File: src/rtl/flopr_share_pkg.sv
// Shared types, default configuration and the round-robin pick function
// for the flopr_share_arb register-sharing arbiter.
package flopr_share_pkg;

  typedef enum logic [0:0] {IDLE, OWN} state_t;

  // Widest request vector rr_pick can scan; real width is passed as n.
  localparam int unsigned NMAX         = 32;
  localparam int unsigned N_DEF        = 4;
  localparam int unsigned WIDTH_DEF    = 8;
  localparam int unsigned HOLD_MAX_DEF = 4;
  localparam int unsigned IDXW         = $clog2(N_DEF);
  localparam int unsigned CNTW         = $clog2(HOLD_MAX_DEF) + 1;

  // First requesting index searching start, start+1, ... mod n.
  // Returns start when nothing is requesting; callers gate on |req.
  function automatic int unsigned rr_pick(input logic [NMAX-1:0] req,
                                          input int unsigned     start,
                                          input int unsigned     n);
    int unsigned idx;
    logic        found;
    rr_pick = start;
    found   = 1'b0;
    for (int unsigned k = 0; k < NMAX; k++) begin
      idx = (start + k) % n;
      if (k < n && !found && req[idx]) begin
        rr_pick = idx;
        found   = 1'b1;
      end
    end
  endfunction

endpackage

File: src/rtl/flopr_share_arb_if.sv
// Requester-side bus of the shared register arbiter: level-held requests and
// data lanes in, registered grant/status and the shared register out.
interface flopr_share_arb_if #(
  parameter int unsigned N     = 4,
  parameter int unsigned WIDTH = 8
) ();
  localparam int unsigned IdxW = $clog2(N);

  logic [N-1:0]       req;
  logic [N*WIDTH-1:0] wdata;
  logic [N-1:0]       gnt;
  logic [IdxW-1:0]    owner;
  logic               busy;
  logic [WIDTH-1:0]   q;
  logic               upd;

  modport master (
    output req, wdata,
    input  gnt, owner, busy, q, upd
  );

  modport slave (
    input  req, wdata,
    output gnt, owner, busy, q, upd
  );
endinterface

File: src/rtl/flopenr.sv
// WIDTH-bit register with synchronous active-high reset and load enable.
module flopenr #(
  parameter int unsigned WIDTH = 8
) (
  input  logic             clk,
  input  logic             reset,
  input  logic             en,
  input  logic [WIDTH-1:0] d,
  output logic [WIDTH-1:0] q
);
  always_ff @(posedge clk) begin
    if (reset)   q <= '0;
    else if (en) q <= d;
  end
endmodule

File: src/rtl/flopr_share_arb.sv
// Round-robin arbiter sharing one register among N requesters, with ownership
// bounded to HOLD_MAX consecutive writes and zero-bubble handoff.
module flopr_share_arb
  import flopr_share_pkg::*;
#(
  parameter int unsigned N        = N_DEF,
  parameter int unsigned WIDTH    = WIDTH_DEF,
  parameter int unsigned HOLD_MAX = HOLD_MAX_DEF
) (
  input logic               clk,
  input logic               reset,
  flopr_share_arb_if.slave  bus
);
  localparam int unsigned IdxW = $clog2(N);
  localparam int unsigned CntW = $clog2(HOLD_MAX) + 1;

  state_t            state_q;
  logic [IdxW-1:0]   owner_q, ptr_q;
  logic [CntW-1:0]   cnt_q;
  logic [N-1:0]      gnt_q;
  logic              upd_q;

  logic [NMAX-1:0]   req_ext;
  logic [IdxW-1:0]   owner_inc, pick_ptr, pick_nxt;
  logic [N-1:0]      gnt_ptr, gnt_nxt;
  logic              any_req, owner_req, we;
  logic [WIDTH-1:0]  wdata_sel, q_reg;

  always_comb begin
    req_ext          = '0;
    req_ext[N-1:0]   = bus.req;
    owner_inc        = (owner_q == IdxW'(N - 1)) ? '0 : owner_q + 1'b1;
    pick_ptr         = IdxW'(rr_pick(req_ext, 32'(ptr_q), N));
    pick_nxt         = IdxW'(rr_pick(req_ext, 32'(owner_inc), N));
    gnt_ptr          = '0;
    gnt_ptr[pick_ptr] = 1'b1;
    gnt_nxt          = '0;
    gnt_nxt[pick_nxt] = 1'b1;
    any_req          = |bus.req;
    owner_req        = bus.req[owner_q];
    we               = (state_q == OWN) && owner_req;
    wdata_sel        = bus.wdata[owner_q*WIDTH +: WIDTH];
  end

  flopenr #(
    .WIDTH (WIDTH)
  ) u_flopenr (
    .clk   (clk),
    .reset (reset),
    .en    (we),
    .d     (wdata_sel),
    .q     (q_reg)
  );

  always_ff @(posedge clk) begin
    if (reset) begin
      state_q <= IDLE;
      owner_q <= '0;
      ptr_q   <= '0;
      cnt_q   <= '0;
      gnt_q   <= '0;
      upd_q   <= 1'b0;
    end else begin
      unique case (state_q)
        IDLE: begin
          upd_q <= 1'b0;
          if (any_req) begin
            owner_q <= pick_ptr;
            gnt_q   <= gnt_ptr;
            cnt_q   <= '0;
            state_q <= OWN;
          end
        end
        OWN: begin
          if (owner_req) begin
            upd_q <= 1'b1;
            if (cnt_q == CntW'(HOLD_MAX - 1)) begin
              // Expiry: hand off, or regrant if the owner is alone.
              ptr_q   <= owner_inc;
              owner_q <= pick_nxt;
              gnt_q   <= gnt_nxt;
              cnt_q   <= '0;
            end else begin
              cnt_q <= cnt_q + 1'b1;
            end
          end else begin
            upd_q <= 1'b0;
            ptr_q <= owner_inc;
            if (any_req) begin
              owner_q <= pick_nxt;
              gnt_q   <= gnt_nxt;
              cnt_q   <= '0;
            end else begin
              gnt_q   <= '0;
              state_q <= IDLE;
            end
          end
        end
        default: state_q <= IDLE;
      endcase
    end
  end

  assign bus.gnt   = gnt_q;
  assign bus.owner = owner_q;
  assign bus.busy  = (state_q == OWN);
  assign bus.q     = q_reg;
  assign bus.upd   = upd_q;

endmodule

File: src/flat_wrapper.sv
// flat-port wrapper written by rule: the top's interface ports become plain ports
module flopr_share_arb_flat import flopr_share_pkg::*;
#(
  parameter int unsigned N        = N_DEF,
  parameter int unsigned WIDTH    = WIDTH_DEF,
  parameter int unsigned HOLD_MAX = HOLD_MAX_DEF
)
  (clk, reset, bus_req, bus_wdata, bus_gnt, bus_owner, bus_busy, bus_q, bus_upd);
  flopr_share_arb_if #(.N(N), .WIDTH(WIDTH)) bus_i ();
  input logic clk;
  input logic reset;
  input wire logic [$bits(bus_i.req)-1:0] bus_req;
  input wire logic [$bits(bus_i.wdata)-1:0] bus_wdata;
  output wire logic [$bits(bus_i.gnt)-1:0] bus_gnt;
  output wire logic [$bits(bus_i.owner)-1:0] bus_owner;
  output wire logic [$bits(bus_i.busy)-1:0] bus_busy;
  output wire logic [$bits(bus_i.q)-1:0] bus_q;
  output wire logic [$bits(bus_i.upd)-1:0] bus_upd;
  assign bus_i.req = bus_req;
  assign bus_i.wdata = bus_wdata;
  assign bus_gnt = bus_i.gnt;
  assign bus_owner = bus_i.owner;
  assign bus_busy = bus_i.busy;
  assign bus_q = bus_i.q;
  assign bus_upd = bus_i.upd;
  flopr_share_arb #(.N(N), .WIDTH(WIDTH), .HOLD_MAX(HOLD_MAX)) u_core (.clk(clk), .reset(reset), .bus(bus_i));
endmodule
File: config.mk
export PLATFORM = sky130hd
export DESIGN_NAME = flopr_share_arb_flat
export DESIGN_NICKNAME = d
export VERILOG_FILES = /design/src/rtl/flopr_share_pkg.sv /design/src/rtl/flopr_share_arb_if.sv /design/src/rtl/flopenr.sv /design/src/rtl/flopr_share_arb.sv /design/src/flat_wrapper.sv
export SDC_FILE = /design/constraint.sdc
export NUM_CORES = 1
export LEC_CHECK = 0
export CAP_MARGIN = 20
export CELL_PAD_IN_SITES_DETAIL_PLACEMENT = 1
export CELL_PAD_IN_SITES_GLOBAL_PLACEMENT = 1
export CORE_MARGIN = 5
export CORE_UTILIZATION = 33
export DETAILED_ROUTE_END_ITERATION = 6
export PLACE_DENSITY_LB_ADDON = 0.12
export SLEW_MARGIN = 5
export SYNTH_ARGS = -nofsm -noshare
export SYNTH_HDL_FRONTEND = slang
export SYNTH_SLANG_ARGS = --single-unit
export TNS_END_PERCENT = 30
File: constraint.sdc
create_clock -name clk -period 4.83 [get_ports clk]
set_input_delay 0.7245 -clock clk [delete_from_list [all_inputs] [get_ports clk]]
set_output_delay 0.7245 -clock clk [all_outputs]
set_load 0.03 [all_outputs]
# Word-level counts from Yosys, hierarchy flattened
# Index checks and enable logic that the tools add are counted.
[word_totals]
reg_bits = 21
elab_cells = 111
out_inout_bits = 16
inputBits = 38
[classes]
n_bitwise = 1
reduce_logical = 19
n_shift = 1
n_addsub = 8
muxes = 56
n_eq_ne = 6
order_cmp = 13
[op_table]
columns = ["op", "n"]
rows = [
  ["2-bit by 6-bit < comparator with 1-bit output, second input constant", 8],
  ["32-bit by 6-bit variable part select with 8-bit output", 1],
  ["2-bit two-way mux", 13],
  ["1-bit two-way mux", 20],
  ["1-bit binary-select mux with 2-bit select", 9],
  ["4-bit two-way mux", 4],
  ["1-bit logical AND", 9],
  ["2-bit by 3-bit < comparator with 1-bit output, second input constant", 3],
  ["3-bit two-way mux", 3],
  ["2-bit adder, second input constant", 4],
  ["4-bit one-hot mux with 2 select lines", 1],
  ["2-bit by 1-bit adder with 2-bit output, second input constant", 3],
  ["1-bit logical NOT", 6],
  ["3-bit != test, second input constant", 2],
  ["3-bit one-hot mux with 2 select lines", 1],
  ["1-bit demux with 2-bit select", 2],
  ["2-bit by 1-bit >= comparator with 1-bit output, second input constant", 2],
  ["1-bit one-hot mux with 2 select lines", 2],
  ["2-bit one-hot mux with 2 select lines", 1],
  ["2-bit AND reduction", 2],
  ["4-bit OR reduction", 1],
  ["3-bit by 1-bit adder with 3-bit output, second input constant", 1],
  ["3-bit by 2-bit == test with 1-bit output, second input constant", 1],
  ["3-bit AND reduction", 1],
  ["4 further kinds", 4],
]

# Logic depth before layout (Yosys ltp)
# Gate-level depths: netlist of run 1.
[logic_depth]
ltp_word = 21
mapped_depth = 6

# By module
# From an unflattened synthesis of run 1, not the netlist that was laid out.
[unflattened]
hier_cells = 156
hier_area_um2 = 1457.6
[modules_own_cells]
columns = ["mod", "cells_per_inst", "area_each_um2", "seq_area_each_um2", "n_inst"]
rows = [
  ["flopr_share_arb", 130, 1172.4, 260.2, 1],
  ["flopenr", 26, 285.3, 160.2, 1],
]

# Worst setup path before layout of run 1
# Ideal clock, no wire load.
[synth_timing]
path_type = "register -> register"
startpoint = "reg u_core.owner_q[0], in the netlist u_core.bus.owner[0]"
endpoint = "reg u_core.gnt_q[0], in the netlist u_core.bus.gnt[0]"
arrival_time_ps = 1965
path_stages_with_launch = 7
setup_time_ps = 88
synth_period_minus_slack_ps = 2053
path_buffers = 0
setup_slack_ps = 2777
path_cell_list = "dfxtp_1 -> ha_1 -> nor2_1 -> a211oi_1 -> a211oi_1 -> or4_1 -> a311oi_2"
[synth_between]
elab_chain_len = 21
[synth_lines]
columns = ["item", "line_no", "text"]
rows = [
  ["start, declared", "flopr_share_arb.sv:18", "logic [IdxW-1:0] owner_q, ptr_q;"],
  ["start signal, assigned", "flopr_share_arb.sv:68", "owner_q <= pick_ptr;"],
  ["start signal, assigned", "flopr_share_arb.sv:80", "owner_q <= pick_nxt;"],
  ["start signal, assigned", "flopr_share_arb.sv:90", "owner_q <= pick_nxt;"],
  ["parallel branches: the longest is 21 deep, another holds 2-bit by 1-bit adder with 2-bit output", "--", ""],
  ["end signal, assigned", "flopr_share_arb.sv:69", "gnt_q <= gnt_ptr;"],
  ["end signal, assigned", "flopr_share_arb.sv:81", "gnt_q <= gnt_nxt;"],
  ["end signal, assigned", "flopr_share_arb.sv:91", "gnt_q <= gnt_nxt;"],
  ["end, declared", "flopr_share_arb.sv:20", "logic [N-1:0] gnt_q;"],
]
# Several ways; the timed one is not identified. The select of a mux whose other input is x is not followed.
# A chain may end at the register's enable or synchronous reset.

# Final worst setup path of run 1
[layout_timing]
startpoint = "reg u_core.owner_q[0], in the netlist u_core.bus.owner[0]"
endpoint = "out bus_owner[0]"
[layout_rtl]
columns = ["item", "line_no", "text"]
rows = [
  ["end, declared", "flat_wrapper.sv:15", "output wire logic [$bits(bus_i.owner)-1:0] bus_owner;"],
]
# No word-level cell between the ends.

==> summary.txt, run 1 <==
status = complete, no violations
Slew headroom = 36.20%
period utilization = 53.91%
Final Core Density = 50.77%
Worst setup EP type = output pin
Yosys warnings = 0
dpl cells = 222
Least-Margin Pin Slew = 0.9490 ns
critical-path maximum fanout = 15
Post-DP HPWL = 3.007 mm
max reg flops = 8
type of the tightest min-delay check = reg -> reg
area grow syn2layout = 47.55%
Filler Cells Inserted = 434
Die Wd = 72.25 um
Final ANT Viol Nets = 0
Worst Reg-to-Reg Cells = 6
Final Hold Fails = 0
max cap viols = 0
Critical Path Slowest Stage Cell = clkdlybuf4s50_1
Placed Area = 1841 um2
Final TNS setup = 0 ns
#FFs+latches synth = 21
minimum clock period = 2.604 ns
die area = 5220 um2
I/O Buffers = 53
Clock Latency Late Sink = 0.26 ns
largest net degree at the start of global routing = 22
via/cell ratio = 5.341
Placer Congestion = 0.8638
row count = 22
Net Sw Power = 0.1941 mW
nets@finish = 219
syn_nets = 166
CP delay by family, top = buffers and inverters
Final setup viols = 0
vias in the first global route = 1344
Int Pwr = 0.3678 mW
Sink Count = 21
clk_skew = 0.006050 ns
WP depth = 1
Die Height = 72.25 um
ys flop type = dfxtp_1
Syn Inst Count = 126
Avg Cell Area, Syn = 10.15 um2
top cell type's share of synthesized area = 32.88%
drt first pass iters = 4
Routed wire per std cell = 16.55 um
Worst-path clk slew = 0.08 ns
Critical Path AT = 1.88 ns
CTS tree = done
first-pass GRT wire length = 6.113 mm
DRC Markers = 0
Post-CTS Setup Bufs = 0
Lkg Pwr = 0.6990 nW
sw frac = 34.54%
1st-iter DRT viols = 29
initial antenna violation count = 0
Worst Path Buf+Inv = 1
Post-synth EDFFs = 0
clk buf depth = 2
Hold Path Stages = 2
Total Routing Usage GR = 14.74%
non-filler instance count after layout = 226
RSZ-0062 raised after global routing = false
WL final = 3.741 mm
Async S/R FF share, synth = 0%
Flop pwr share = 38.7%
critical path, cell by cell = clkdlybuf4s50_1
Root Buffer Master = clkbuf_8
DR vias = 1207
hold buffers post-CTS = 0
# diodes = 0
fmax = 0.3840 GHz
Core Box Area = 3716 um2
clock share of power = 21.0%
pwr/cell area = 297.8 nW/um2
TritonCTS Buffers = 3
Overflow after GRT = 0
final worst slack = 2.226 ns
Final Cell Area = 1887 um2
top cell type by total area after synthesis = dfxtp_1
Critical Path RT = 4.11 ns
leading post-synthesis cells by cell area = dfxtp_1 (33%), mux4_1 (14%), mux2i_1 (7.8%), nor2_1 (6.5%), a211oi_1 (3.5%)
Synth cell types = 34
pre-CTS setup slack = 2.052 ns
peak supply drop = 0.0001229 V
H-tree Lvls = 1
kind of critical path = reg -> out
Syn Std Cell Area = 1279 um2
post-CTS resize count = 0
layout cell share with drive strength beyond 1 = 7.303%
max-slew violations = 0
sequential-to-total area share from yosys stat = 32.88%
Startpoint Class = register
Ports = 54
CP peak stage delay = 0.81 ns
Comb power frac = 40.3%
initial core utilization = 34.41%
area by class of cell:
class	instances	area, um2	area share [%]
Clock buffer	3	41.29	2.188
Clock inverter	1	5.005	0.2653
Inverter	5	18.77	0.9947
Multi-Input combinational cell	95	810.8	42.97
Sequential cell	21	420.4	22.28
Tap cell	48	60.06	3.183
Timing Repair Buffer	53	530.5	28.12
final timing paths:
path,from,end,slack [ns]
worst max-delay path,u_core.bus.owner[0],bus_owner[0],2.23
worst min-delay path,u_core.u_flopenr.q[0],u_core.u_flopenr.q[0],0.46
worst max register to register,u_core.bus.owner[0],u_core.bus.gnt[0],2.33
worst min register to register,u_core.u_flopenr.q[0],u_core.u_flopenr.q[0],0.46
synthesized netlist by cell type (2+ instances only):
cell	count
nor2_1	22
dfxtp_1	21
mux2i_1	10
a21oi_1	8
mux4_1	7
a211oi_1	6
nand2_1	6
inv_1	5
nand2b_1	5
nand3b_1	4
a21oi_2	2
a311oi_1	2
a31oi_1	2
buf_2	2
clkbuf_1	2
ha_1	2
mux4_2	2
or2b_1	2
through the flow:
step                total power [mW]  hold slack [ns]
finish                        0.5619           0.4647
global route                  0.5970           0.4999
CTS                           0.5696           0.4672
detailed placement            0.4513           0.4549
global placement              0.4429           0.4522
floorplan                     0.3614           0.4397
cells by family after synthesis:
kind of cell | synth area share, %
compound gates | 17.71
fa+ha+maj | 1.957
buf+inv | 3.719
flops | 32.88
mux | 25.73
simple gates | 18.00
layout by cell type (no fill, tap or decap):
cell type	n
clkdlybuf4s50_1	53
nor2_1	22
dfxtp_1	21
mux2i_1	10
a21oi_1	8
mux4_1	7
nand2_1	6
a211oi_1	6
nand2b_1	5
inv_1	5
nand3b_1	4
clkbuf_8	3
mux4_2	2
a21oi_2	2
or2b_1	2
a31oi_1	2
a311oi_1	2
ha_1	2
and2_4	1
nor4_2	1
o21ai_0	1
o21ai_2	1
nor4_1	1
a22oi_1	1
or2_1	1
a41oi_1	1
nor3b_1	1
a22oi_4	1
a32oi_1	1
o31a_1	1
o211a_1	1
or4_1	1
a311oi_2	1
clkinv_2	1
power by group through the flow:
| stage | Sequential, mW | Clock (mW) | Combinational (mW) |
|---|---|---|---|
| floorplan | 0.242 | 0 | 0.119 |
| global placement | 0.221 | 0 | 0.222 |
| detailed placement | 0.222 | 0 | 0.229 |
| CTS | 0.218 | 0.121 | 0.230 |
| global route | 0.222 | 0.130 | 0.245 |
| finish | 0.217 | 0.118 | 0.227 |
metal layers:
metal  global-route usage (%)  part of all wire [%]  vias up
li1                         -                     -      585
met1                    17.06                    41      588
met2                    27.70                    54       32
met3                    3.324                   5.1        2
met4                    2.505                  0.45        0
met5                        0                     0        -
(Power assumes the default switching activity.)
==> run 2: changes to the inputs <==
--- a/config.mk
+++ b/config.mk
@@ -9,7 +9,7 @@
 export CELL_PAD_IN_SITES_DETAIL_PLACEMENT = 1
 export CELL_PAD_IN_SITES_GLOBAL_PLACEMENT = 1
 export CORE_MARGIN = 5
-export CORE_UTILIZATION = 33
+export CORE_UTILIZATION = 28
 export DETAILED_ROUTE_END_ITERATION = 6
 export PLACE_DENSITY_LB_ADDON = 0.12
 export SLEW_MARGIN = 5
==> constraint.sdc (replaced) <==
create_clock -name clk -period 2.3 [get_ports clk]
set_input_delay 0.345 -clock clk [delete_from_list [all_inputs] [get_ports clk]]
set_output_delay 0.345 -clock clk [all_outputs]
set_load 0.03 [all_outputs]
==> summary.txt, run 2 (same netlist as run 1, synthesis figures left out) <==
Hold Startpoint = u_core.cnt_q[2]
Min Hold Slack = 0.4616 ns (-0.003035 ns)
critical path, cell by cell = ha_1 -> o21ai_0 -> a41oi_1 -> or4_1 -> a311oi_2
minimum clock period = 2.088 ns
Comb power frac = 43.5% (+3.2 points)
vias in the first global route = 1325 (-1.4%)
initial core utilization = 29.17% (-5.2 points)
Post-CTS Setup Bufs = 0 (unchanged)
Total Routing Usage GR = 12.84% (-1.9 points)
FF-to-FF setup slack = 0.21 ns (-2.12 ns)
Min-Delay Endpoint = u_core.cnt_q[2]
Final setup viols = 0 (unchanged)
status = complete, no violations
max cap viols = 0 (unchanged)
worst r2r src = u_core.bus.owner[0]
critical-path maximum fanout = 7 (-8)
Hold Path Stages = 1 (-1)
pwr/cell area = 615.2 nW/um2 (+110%)
Slew headroom = 68.95% (+33 points)
commonest non-fill, non-tap cell in the layout = clkdlybuf4s50_1
DR vias = 1231 (+2.0%)
Critical Path AT = 2.27 ns (+0.39 ns)
Final Hold Fails = 0 (unchanged)
CP peak stage delay = 0.48 ns (-0.33 ns)
peak supply drop = 0.0002189 V (+78%)
Clock Latency Late Sink = 0.26 ns (about the same)
total power = 1.209 mW (+120%)
Critical Path RT = 2.48 ns (-1.63 ns)
die area = 6019 um2 (+15%)
Net Sw Power = 0.4099 mW (+110%)
row count = 24 (+9.1%)
max-slew violations = 0 (unchanged)
Int Pwr = 0.7993 mW (+120%)
Flop pwr share = 36.1% (-2.6 points)
kind of critical path = reg -> reg
Root Buffer Master = clkbuf_8
Sink Count = 21 (unchanged)
most frequent cells in the layout = clkdlybuf4s50_1 (53), nor2_1 (22), dfxtp_1 (21)
Lkg Pwr = 0.7467 nW (+6.8%)
Ports = 54 (unchanged)
type of the tightest min-delay check = reg -> reg
# diodes = 0 (unchanged)
layout cell share with drive strength beyond 1 = 11.70% (+4.4 points)
Routed wire per std cell = 15.48 um (-6.5%)
Die Height = 77.58 um (+7.4%)
1st-iter DRT viols = 59 (+100%)
hold buffers post-CTS = 0 (unchanged)
Least-Margin Pin Slew = 0.4597 ns (-0.4894 ns)
Filler Cells Inserted = 488 (+12%)
max reg flops = 8 (unchanged)
Die Wd = 77.58 um (+7.4%)
clk_skew = 0.004967 ns (-0.001083 ns)
Worst setup EP type = register
H-tree Lvls = 1 (unchanged)
period utilization = 90.80%
Final ANT Viol Nets = 0 (unchanged)
clk buf depth = 2 (unchanged)
area grow syn2layout = 53.72%
CP startpoint = u_core.bus.owner[0]
fmax = 0.4788 GHz
RSZ-0062 raised after global routing = false
nets@finish = 229 (+4.6%)
Core Box Area = 4384 um2 (+18%)
I/O Buffers = 53 (unchanged)
WL final = 3.716 mm (-0.67%)
RR Endpoint = u_core.bus.gnt[0]
TritonCTS Buffers = 3 (unchanged)
post-CTS resize count = 0 (unchanged)
Worst-path clk slew = 0.08 ns (about the same)
Worst Reg-to-Reg Cells = 5 (-1)
sw frac = 33.90% (-0.65 points)
first-pass GRT wire length = 6.265 mm (+2.5%)
Startpoint Class = register
clock share of power = 20.3% (-0.7 points)
Overflow after GRT = 0 (unchanged)
drt first pass iters = 4 (unchanged)
Critical Path Slowest Stage Cell = or4_1
Post-DP HPWL = 3.078 mm (+2.4%)
largest net degree at the start of global routing = 13 (-41%)
initial antenna violation count = 0 (unchanged)
CTS tree = done
DRC Markers = 0 (unchanged)
via/cell ratio = 5.129 (-4.0%)
Placer Congestion = 0.8743 (+1.2%)
-- run 2: changes by cell type in the layout (fill, tap and decap cells not counted) --
cell / change
clkinv_2: -1
buf_4: +10
clkbuf_1: +1
-- run 2: power by group through the flow --
stage / Sequential [mW] / Clock (mW) / Combinational [mW]
floorplan: 0.508 / 0 / 0.251
detailed placement: 0.445 / 0 / 0.533
CTS: 0.438 / 0.258 / 0.535
global placement: 0.444 / 0 / 0.520
finish: 0.437 / 0.246 / 0.527
global route: 0.443 / 0.273 / 0.568
-- run 2: cell type report --
class,instances,area [um2],share of cell area [%]
Clock buffer,4,45.04,2.292
Inverter,5,18.77,0.9548
Multi-Input combinational cell,95,810.8,41.25
Sequential cell,21,420.4,21.39
Tap cell,52,65.06,3.310
Timing Repair Buffer,63,605.6,30.81
-- run 2: worst max-delay path: cells and delay by family, from the launching register on --
family | cells | cell delay (ns)
AOI/OAI and AO/OA | 3 | 0.85
DFF | 1 | 0.40
and+or+nand+nor | 1 | 0.48
adders and majority gates | 1 | 0.27
-- run 2: worst max path at each step --
stage | to | slack (ns)
4_1_cts | u_core.bus.gnt[0] | 0.22
5_1_grt | u_core.bus.gnt[0] | 0.08
3_5_place_dp | u_core.bus.gnt[0] | -0.03
2_1_floorplan | u_core.bus.gnt[0] | 0.25
6_report | u_core.bus.gnt[0] | 0.21
3_3_place_gp | u_core.bus.gnt[0] | 0.06
-- run 2: per-layer routing --
metal | global-route usage, % | routed length [um] | vias to the layer above
met5 | 0 | 0 | -
li1 | - | - | 602
met4 | 4.639 | 53 | 0
met3 | 4.514 | 293 | 5
met1 | 15.11 | 1575 | 583
met2 | 21.45 | 1794 | 41
-- run 2: per-stage QoR --
stage | cells | utilization [%] | setup WS, ns | cell area, um2 | setup TNS (ns)
floorplan | 126 | - | 0.2468 | 1279 | 0
global placement | 236 | 43.81 | 0.05899 | 1921 | 0
detailed placement | 236 | 43.81 | -0.03342 | 1921 | -0.07360
CTS | 240 | 44.83 | 0.2190 | 1966 | 0
global route | 240 | 44.83 | 0.08121 | 1966 | 0
finish | 240 | 44.83 | 0.2115 | 1966 | 0
==> run 3: changes to the inputs <==
--- a/config.mk
+++ b/config.mk
@@ -10,6 +10,7 @@
 export CELL_PAD_IN_SITES_GLOBAL_PLACEMENT = 1
 export CORE_MARGIN = 5
 export CORE_UTILIZATION = 28
+export CTS_CLUSTER_SIZE = 28
 export DETAILED_ROUTE_END_ITERATION = 6
 export PLACE_DENSITY_LB_ADDON = 0.12
 export SLEW_MARGIN = 5
==> results of run 3 <==
Final layout, timing and power as in run 2 (identical DEF).
